[src/rtl/stream_checker_pkg.sv]
// stream_pkg: shared definitions for the stream checker slice.
//   - state_t      : checker FSM states (IDLE, SYNC, CHECK)
//   - LFSR_SEED    : reset/clear seed of the optional random-stall LFSR
//   - LFSR_TAPS    : Galois tap mask for x^8+x^6+x^5+x^4+1 (right-shifting form)
//   - DEF_*        : default widths for data, beat counter and error counter
//   - lfsr_next()  : one step of the Galois LFSR
package stream_pkg;

  typedef enum logic [1:0] {
    IDLE  = 2'd0,
    SYNC  = 2'd1,
    CHECK = 2'd2
  } state_t;

  localparam logic [7:0] LFSR_SEED = 8'hA5;
  // Right-shift Galois form: taps at x^8, x^6, x^5 and x^4 map to bits 7, 5, 4 and 3.
  localparam logic [7:0] LFSR_TAPS = 8'hB8;

  localparam int DEF_WIDTH  = 8;
  localparam int DEF_BEAT_W = 16;
  localparam int DEF_ERR_W  = 8;

  function automatic logic [7:0] lfsr_next(input logic [7:0] s);
    return s[0] ? ((s >> 1) ^ LFSR_TAPS) : (s >> 1);
  endfunction

endpackage

[src/rtl/stream_checker_stall_gen.sv]
// stall_gen: post-accept backpressure counter for the stream checker.
//   clk, rst    : clock, asynchronous active-high reset
//   clear       : synchronous clear; zeroes the counter (and reseeds the LFSR)
//   accept      : a beat was accepted on this edge; loads the counter
//   stall       : idle cycles to insert after each accept
//   rand_stall  : (STREAM_CHECKER_LFSR_EN only) load LFSR[3:0] instead of stall
//   stall_done  : counter is zero, the checker may accept again
// Optional feature macro: STREAM_CHECKER_LFSR_EN adds an 8-bit Galois LFSR
// that advances every clock and can supply random stall lengths.
module stall_gen
  import stream_pkg::*;
(
  input  logic       clk,
  input  logic       rst,
  input  logic       clear,
  input  logic       accept,
  input  logic [3:0] stall,
`ifdef STREAM_CHECKER_LFSR_EN
  input  logic       rand_stall,
`endif
  output logic       stall_done
);

  logic [3:0] cnt_q, cnt_d;
  logic [3:0] load_val;

`ifdef STREAM_CHECKER_LFSR_EN
  logic [7:0] lfsr_q, lfsr_d;

  always_comb begin
    lfsr_d = clear ? LFSR_SEED : lfsr_next(lfsr_q);
  end

  always_ff @(posedge clk or posedge rst) begin
    if (rst) lfsr_q <= LFSR_SEED;
    else     lfsr_q <= lfsr_d;
  end

  // The current (pre-advance) LFSR value is what gets loaded.
  assign load_val = rand_stall ? lfsr_q[3:0] : stall;
`else
  assign load_val = stall;
`endif

  // clear beats a coincident accept so the counter restarts at zero.
  always_comb begin
    cnt_d = cnt_q;
    if (clear)               cnt_d = 4'd0;
    else if (accept)         cnt_d = load_val;
    else if (cnt_q != 4'd0)  cnt_d = cnt_q - 4'd1;
  end

  always_ff @(posedge clk or posedge rst) begin
    if (rst) cnt_q <= 4'd0;
    else     cnt_q <= cnt_d;
  end

  assign stall_done = (cnt_q == 4'd0);

endmodule

[config.mk]
export PLATFORM = sky130hd
export DESIGN_NAME = stall_gen
export DESIGN_NICKNAME = d
export VERILOG_FILES = /design/src/rtl/stream_checker_pkg.sv /design/src/rtl/stream_checker_stall_gen.sv
export SDC_FILE = /design/constraint.sdc
export NUM_CORES = 1
export LEC_CHECK = 0
export BUFFER_PORTS_ARGS = -buffer_cell sky130_fd_sc_hd__buf_2
export CAP_MARGIN = 30
export CELL_PAD_IN_SITES_DETAIL_PLACEMENT = 1
export CELL_PAD_IN_SITES_GLOBAL_PLACEMENT = 2
export CORE_AREA = 4 4 41 43
export CTS_CLUSTER_DIAMETER = 120
export DETAILED_ROUTE_END_ITERATION = 10
export DIE_AREA = 0 0 45 47
export PLACE_DENSITY_LB_ADDON = 0.1
export SYNTH_ARGS = -nofsm -noshare
export SYNTH_HDL_FRONTEND = slang
export SYNTH_SLANG_ARGS = --single-unit
[constraint.sdc]
create_clock -name clk -period 3.3 [get_ports clk]
set_clock_uncertainty 0.2 [all_clocks]
set_input_delay 0.33 -clock clk [delete_from_list [all_inputs] [get_ports clk]]
set_output_delay 0.33 -clock clk [all_outputs]
set_load 0.1 [all_outputs]
==> out/metrics.csv, run 1 <==
metric,value,unit
hold depth,2,
drt pass-1 iters,2,
met3 Track Usage GR,0.0153,
synth warn,0,
port bufs,8,
"Seq/Total Area, Yosys",0.398,
startpoint types,flip-flop,
Routed Antenna Nets,0,
CTS root buf,clkbuf_4,
max reg flops,4,
crit share post-route,0.660,
async set-reset flop share out of synthesis,1.00,
CORE AREA,1300,um^2
setup ws final,1.12,ns
Final Setup Violations,0,
H-tree depth,1,
die width,45,um
Top reg by flops,cnt_q,
worst-skew pair later-pin latency,0.23,ns
busiest grt layer,met2,
Avg Synthesized Cell Area,10.5,um^2
PD cells,581,nW/um^2
RR Startpoint,cnt_q[0],
Placed Cells,47,
"Clk pin slew, worst setup/hold paths",0.04,ns
DR vias/cell,4.39,
met1 Resource Use GR,0.0780,
RSZ-0062 raised after global routing,no,
hold slack,0.0982,ns
Routed WL per cell,11.4,um
Synth area leader,dfrtp_1,
r2r setup slk,1.70,ns
fin nets,48,
"top cells by area, synth","dfrtp_1, xnor2_1, ha_1",
1st-iter DRT viols,1,
Total Power,199,uW
post-route insts no fill,51,
Residual DRC,0,
Yosys top cell area share,0.398,
Synth Area in Compound Gates,0.124,
initial antenna violation count,0,
multi-input logic area,140,um^2
row cnt,13,
min-delay src,clear,
CTS tree,yes,
IO Pins,9,
XOR/XNOR share of the synthesized area,0.104,
number of synthesized flops with an enable pin,0,
crit path kind,reg2out,
Slew headroom,0.678,
Final Hold Viols,0,
Total Neg Setup Slack,0,ns
FMAX,459,MHz
"Distinct cells, synth",14,
Mapped Cells,24,
P&R area growth vs syn,36.3,%
Syn Nets,34,
CP arrival,1.65,ns
first-pass GRT wire length,1080,um
Period minus WS final,2.18,ns
pre-CTS WS,1.34,ns
outcome,completed,
final WL,583,um
synthesized cell area,251,um^2
worst reg2reg endpoint,cnt_q[0],
pin count of the biggest net entering global routing,6,
most numerous cell in the Yosys netlist,dfrtp_1,
mux contribution to synthesized area,0.0398,
R2R depth,5,
Fillers,167,
Hold WC Path Type,in2reg,
gr ovfl total,0,
vias in the first global route,258,
Worst setup EP type,primary output,
share of cells above drive strength 1,0.333,
worst ir drop on vdd,0.182,mV
Reg area,100,um^2
maxcap violations,0,
CTS Sinks,4,
number of diodes,0,
fin. max-slew vios,0,
Post-CTS Setup Inserts,0,
Die Span Y,47,um
Final Wtd Congestion,0.705,
M2 GR Usage,0.133,
Required @ worst endpoint,2.77,ns
ys flop type,dfrtp_1,
Critical Path Start,cnt_q[0],
largest registers,cnt_q: 4 flops,
#FFs+latches synth,4,
Starting Density,0.193,
Tot GR Track Use,0.0769,
Crit Path Max Fanout,5,
clock buffer depth,2,
slew at the pin closest to its max-slew limit,0.486,ns
post-synthesis adder-cell area fraction,0.0995,
post-synthesis simple-gate area fraction,0.189,
Die Footprint,2120,um^2
largest family of logic cells by synthesized area,simple AND/OR/NAND/NOR gates,
via count of the routed design,224,
most frequent cells after synthesis,"dfrtp_1, inv_1, xnor2_1",
Worst Hold End,cnt_q[2],
Num CTS Buffers,3,
Leakage,0.164,nW
layout by cell type, fill, tap and decap left out:
master	instances
o41ai_1	1
ha_1	2
nor2b_1	1
a21oi_1	1
a22o_1	2
dfrtp_1	4
nand2_1	2
buf_2	8
xnor2_1	3
nor2_1	1
clkbuf_4	3
nor3b_4	1
nor3_1	1
or3_1	1
inv_1	3
dlygate4sd3_1	1
mux2i_1	1
cell families (layout without fill, tap and decap cells):
logic type / Yosys count / count (layout)
buffers and inverters: 3 / 15
XOR/XNOR: 3 / 3
AO/OA/AOI/OAI: 4 / 4
adder cells (fa/ha/maj): 2 / 2
multiplexers: 1 / 1
flip-flops: 4 / 4
AND/OR/NAND/NOR: 7 / 7
per-stage QoR:
| stage | instance area (um^2) | utilization |
|---|---|---|
| 3_3_place_gp | 310 | 0.238 |
| 2_1_floorplan | 251 | - |
| 6_report | 343 | 0.263 |
| 3_5_place_dp | 310 | 0.238 |
| 5_1_grt | 343 | 0.263 |
| 4_1_cts | 343 | 0.263 |
layout make-up:
class | instances | area share
timing repair buffer | 9 | 0.146
multi-input combinational | 17 | 0.409
inverter | 3 | 0.0328
clock buffer | 3 | 0.0657
sequential | 4 | 0.292
tap | 15 | 0.0547
critical path, stage by stage, from the launching register on:
cell	delay (ns)
dfrtp_1	0.39
inv_1	0.09
ha_1	0.15
nor3b_4	0.29
buf_2	0.49
worst max-delay path by stage:
stage / slack [ns] / end
2_1_floorplan: 1.08 / cnt_q[1]
3_5_place_dp: 1.34 / stall_done
4_1_cts: 1.09 / stall_done
6_report: 1.12 / stall_done
5_1_grt: 1.02 / stall_done
3_3_place_gp: 1.38 / stall_done
repair_timing:
| item | CTS | global route |
|---|---|---|
| setup endpoints to repair | 0 | 0 |
| hold endpoints to repair | 4 | 0 |
| hold buffers | 1 | 0 |
| gates resized for setup | 0 | 0 |
routing by layer:
metal	share of wire	wire, um
met5	0	0
met1	0.36	210
met2	0.58	340
met4	0	0
met3	0.053	31
power by group:
part           switching (mW)  internal, mW  total (mW)
Sequential            0.00659        0.0556      0.0622
Combinational          0.0476        0.0309      0.0785
Clock                  0.0181        0.0406      0.0586
Total                  0.0722         0.127       0.199
Note: power is estimated with default switching activity, not from simulation.
==> run 2: changes to the inputs <==
- clock period: 3.3 -> 1.8 ns (I/O delays scaled with it)
==> run 2 against run 1 <==
Compared with the run above:
- final area rose by 31%
- clock power rose by 81%
- critical endpoint is now cnt_q[2]
- sequential share of layout area fell by 6.9 points
- highest routed layer unchanged
- utilization rose by 8.2 points
==> out/metrics.csv, run 2 (synthesized netlist as in run 1, its figures left out) <==
metric,value,unit,change
clock buffer depth,2,,unchanged
maxcap violations,0,,unchanged
crit share post-route,0.957,,
DR vias/cell,4.42,,+0.72%
row cnt,13,,unchanged
Starting Density,0.193,,unchanged
RR Startpoint,cnt_q[0],,
Crit Path Max Fanout,4,,-1
worst path bufs/invs,2,,unchanged
pin count of the biggest net entering global routing,6,,unchanged
slew at the pin closest to its max-slew limit,0.277,ns,-0.209 ns
max reg flops,4,,unchanged
largest registers,cnt_q: 4 flops,,
setup ws final,0.0780,ns,-1.04 ns
Die Span Y,47,um,unchanged
Worst setup EP type,flip-flop,,
IO Pins,9,,unchanged
Top reg by flops,cnt_q,,
pre-CTS WS,0.145,ns,-1.20 ns
H-tree depth,1,,unchanged
first-pass GRT wire length,1010,um,-7.0%
1st-iter DRT viols,0,,-1
Hold WC Path Type,in2async,,
DP HPWL,488,um,
Slew headroom,0.815,,+0.137
CORE AREA,1300,um^2,unchanged
CP arrival,1.68,ns,+0.03 ns
drt pass-1 iters,1,,-1
"Cell Chain, Critical Path",inv_2 > ha_1 > nor3b_4 > buf_12 > or3_1 > a21oi_2,,
Num CTS Buffers,3,,unchanged
Fillers,156,,-6.6%
crit path kind,reg2reg,,
vias in the first global route,262,,+1.6%
Total Power,426,uW,+110%
final WL,640,um,+9.8%
Worst path max stage delay,0.39,ns,-0.10 ns
Total Neg Setup Slack,0,ns,unchanged
startpoint types,flip-flop,,
CTS Sinks,4,,unchanged
number of diodes,0,,unchanged
Finished Cell Area,449,um^2,+31%
outcome,completed,,
Routed Antenna Nets,0,,unchanged
Period minus WS final,1.72,ns,
Required @ worst endpoint,1.76,ns,-1.01 ns
P&R area growth vs syn,78.6,%,
Placed Cells,47,,unchanged
critical path's top delay family,simple AND/OR/NAND/NOR gates,,
Final Util,0.345,,+0.0817
r2r setup slk,0.08,ns,-1.62 ns
via count of the routed design,261,,+17%
R2R depth,6,,+1
Routed WL per cell,10.8,um,-5.1%
DP Area,325,um^2,+4.8%
Residual DRC,0,,unchanged
initial antenna violation count,0,,unchanged
Leakage,0.207,nW,+27%
worst reg2reg endpoint,cnt_q[2],,
die width,45,um,unchanged
Final Wtd Congestion,0.696,,-1.2%
Tot GR Track Use,0.0714,,-0.00549
post-route insts no fill,59,,+16%
gr ovfl total,0,,unchanged
share of cells above drive strength 1,0.386,,+0.0530
fin nets,56,,+17%
worst-skew pair later-pin latency,0.23,ns,about the same
Final Hold Viols,0,,unchanged
PD cells,947,nW/um^2,+63%
CTS tree,yes,,
"Clk pin slew, worst setup/hold paths",0.03,ns,about the same
hold slack,0.180,ns,+0.0822 ns
Final Setup Violations,0,,unchanged
CTS root buf,clkbuf_4,,
fin. max-slew vios,0,,unchanged
slowest CP cell,or3_1,,
FMAX,581,MHz,
Die Footprint,2120,um^2,unchanged
worst ir drop on vdd,0.284,mV,+56%
port bufs,8,,unchanged
most frequent cells in the layout,"dlygate4sd3_1, buf_2, dfrtp_1",,
-- run 2: worst reg2reg max path, stage by stage, from the launching register on --
cell     delay (ns)
dfrtp_1        0.38
inv_2          0.05
ha_1           0.19
nor3b_4        0.17
buf_12         0.13
or3_1          0.39
a21oi_2        0.14
-- run 2: how the worst max path moves through the flow --
stage / start / to / slack [ns] / cells after the start
final: cnt_q[0] / cnt_q[2] / 0.08 / 6
after global routing: cnt_q[0] / stall_done / -0.001 / 4
after CTS: cnt_q[0] / stall_done / 0.04 / 4
after detailed placement: cnt_q[0] / cnt_q[1] / 0.15 / 5
after global placement: cnt_q[0] / cnt_q[1] / 0.17 / 5
after floorplan: cnt_q[0] / cnt_q[1] / -0.42 / 5
-- run 2: timing repair --
action / CTS / global route
resized for setup: 0 / 3
pin swaps: 0 / 0
hold buffers: 7 / 0
endpoints found under the hold margin: 8 / 0
endpoints found under the setup margin: 1 / 2
cloned: 0 / 0
buffers inserted: 1 / 1
-- run 2: routing by layer --
layer / up-vias / wire length (um) / GRT usage
li1: 124 / - / -
met1: 128 / 265 / 0.0759
met2: 9 / 316 / 0.110
met3: 0 / 58 / 0.0460
met4: 0 / 0 / 0.0351
met5: - / 0 / 0
-- run 2: cell type report --
type	count	area (um^2)	area share
clock buffer	3	22.5	0.0501
tap	15	18.8	0.0418
timing repair buffer	17	153	0.340
sequential	4	100	0.223
multi-input combinational	17	144	0.320
inverter	3	11.3	0.0251
-- run 2: power breakdown --
part | internal, mW | switching [mW]
registers | 0.102 | 0.0130
clock network | 0.0742 | 0.0316
logic | 0.107 | 0.0977
total | 0.283 | 0.142
==> run 3: changes to the inputs <==
- BUFFER_PORTS_ARGS: -buffer_cell sky130_fd_sc_hd__buf_2 -> default
- CTS_BUF_LIST: default -> sky130_fd_sc_hd__clkbuf_4 sky130_fd_sc_hd__clkbuf_8
- DONT_BUFFER_PORTS: default -> 1
- SETUP_SLACK_MARGIN: default -> 0.4
==> run 3 against run 2 <==
Compared with the run above:
- sequential power about the same
- largest power group unchanged
- sequential share of layout area up 0.25 points
- global-route usage up 0.63 points
- flip-flop and latch count unchanged
- critical path depth down 2
- utilization down 0.38 points
- maximum frequency up 1.1%
- register-to-register slack better by 0.03 ns
==> out/metrics.csv, run 3 (synthesized netlist as in run 1, its figures left out) <==
metric,value,unit,change
pin count of the biggest net entering global routing,5,,-1
Routed WL per cell,13.6,um,+25%
Leakage,0.188,nW,-9.1%
Final Setup Violations,0,,unchanged
drt pass-1 iters,1,,unchanged
initial antenna violation count,0,,unchanged
DR vias/cell,4.40,,-0.62%
RSZ-0062 raised after global routing,yes,,
share of cells above drive strength 1,0.395,,+0.00837
Hold WC Path Type,in2reg,,
Routed Antenna Nets,0,,unchanged
slew at the pin closest to its max-slew limit,0.241,ns,-0.0355 ns
Starting Density,0.193,,unchanged
Slew headroom,0.839,,+0.0237
Residual DRC,0,,unchanged
clock buffer depth,2,,unchanged
r2r setup slk,0.11,ns,+0.03 ns
most frequent cells in the layout,"dlygate4sd3_1, dfrtp_1, xnor2_1, clkbuf_4",,
pre-CTS WS,0.111,ns,-0.0339 ns
port bufs,0,,-8
FMAX,587,MHz,+1.1%
CTS root buf,clkbuf_4,,
Tot GR Track Use,0.0777,,+0.00634
largest registers,cnt_q: 4 flops,,
CTS Sinks,4,,unchanged
Worst setup EP type,primary output,,
final WL,720,um,+13%
"Clk pin slew, worst setup/hold paths",0.04,ns,about the same
die width,45,um,unchanged
IO Pins,9,,unchanged
CTS tree,yes,,
crit share post-route,0.946,,-0.0104
row cnt,13,,unchanged
Top reg by flops,cnt_q,,
number of diodes,0,,unchanged
setup ws final,0.0967,ns,+0.0187 ns
max reg flops,4,,unchanged
P&R area growth vs syn,76.6,%,
CORE AREA,1300,um^2,unchanged
Total Neg Setup Slack,0,ns,unchanged
Crit Path Max Fanout,3,,-1
via count of the routed design,233,,-11%
Fillers,153,,-1.9%
fin. max-slew vios,0,,unchanged
Period minus WS final,1.70,ns,-0.0187 ns
first-pass GRT wire length,1040,um,+3.4%
gr ovfl total,0,,unchanged
hold slack,0.0112,ns,-0.169 ns
fin nets,50,,-11%
startpoint types,flip-flop,,
crit path kind,reg2out,,
worst ir drop on vdd,0.293,mV,+3.0%
Final Wtd Congestion,0.598,,-14%
R2R depth,6,,unchanged
Required @ worst endpoint,1.42,ns,-0.34 ns
"commonest non-fill, non-tap cell in the layout",dlygate4sd3_1,,
H-tree depth,1,,unchanged
CP arrival,1.32,ns,-0.36 ns
hold depth,2,,
maxcap violations,0,,unchanged
DP HPWL,487,um,-0.10%
Die Footprint,2120,um^2,unchanged
Die Span Y,47,um,unchanged
Num CTS Buffers,3,,unchanged
outcome,completed,,
1st-iter DRT viols,0,,unchanged
PD cells,999,nW/um^2,+5.5%
vias in the first global route,258,,-1.5%
Final Hold Viols,0,,unchanged
worst-skew pair later-pin latency,0.24,ns,about the same
run 3: timing repair:
action	CTS	global route
cloned	0	0
hold buffers	7	0
pin swaps	4	3
endpoints found under the setup margin	5	5
hold endpoints to repair	8	0
gates resized for setup	9	4
setup buffers	2	1
run 3: final cells by class:
cell class | instances | area (um^2) | share of cell area
multi-input combinational | 17 | 171 | 0.386
timing repair buffer | 11 | 120 | 0.270
sequential | 4 | 100 | 0.225
clock buffer | 3 | 22.5 | 0.0507
tap | 15 | 18.8 | 0.0423
inverter | 3 | 11.3 | 0.0254
run 3: critical path: stages, from the launching register on:
cell and delay [ns]:
dfrtp_1 0.41, inv_2 0.10, ha_4 0.12, nor3b_4 0.25, buf_12 0.21
run 3: metal layers:
metal	GRT usage	routed length (um)	up-vias
met5	0	0	-
met4	0.0351	6	0
met3	0.0575	74	2
met2	0.127	340	11
met1	0.0736	298	110
li1	-	-	110
run 3: power by group:
part | switching (mW) | total, mW | internal (mW)
Clock | 0.0384 | 0.113 | 0.0747
Sequential | 0.0131 | 0.115 | 0.102
Combinational | 0.107 | 0.216 | 0.109
run 3: path summary, 6_finish.rpt:
check / startpoint / end
worst max-delay path: cnt_q[0] / stall_done
worst min-delay path: accept / cnt_q[1]
worst max register to register: cnt_q[0] / cnt_q[2]
worst min register to register: cnt_q[3] / cnt_q[3]
max in group asynchronous: rst / cnt_q[0]
min in group asynchronous: rst / cnt_q[2]
run 3: per-stage QoR:
| step | area (um^2) | std cells | utilization | power (mW) |
|---|---|---|---|---|
| finish | 444 | 53 | 0.341 | 0.444 |
| detailed placement | 278 | 40 | 0.213 | 0.254 |
| global placement | 278 | 40 | 0.213 | 0.254 |
| floorplan | 251 | 24 | - | 0.228 |
| global route | 444 | 53 | 0.341 | 0.480 |
| CTS | 422 | 52 | 0.324 | 0.431 |
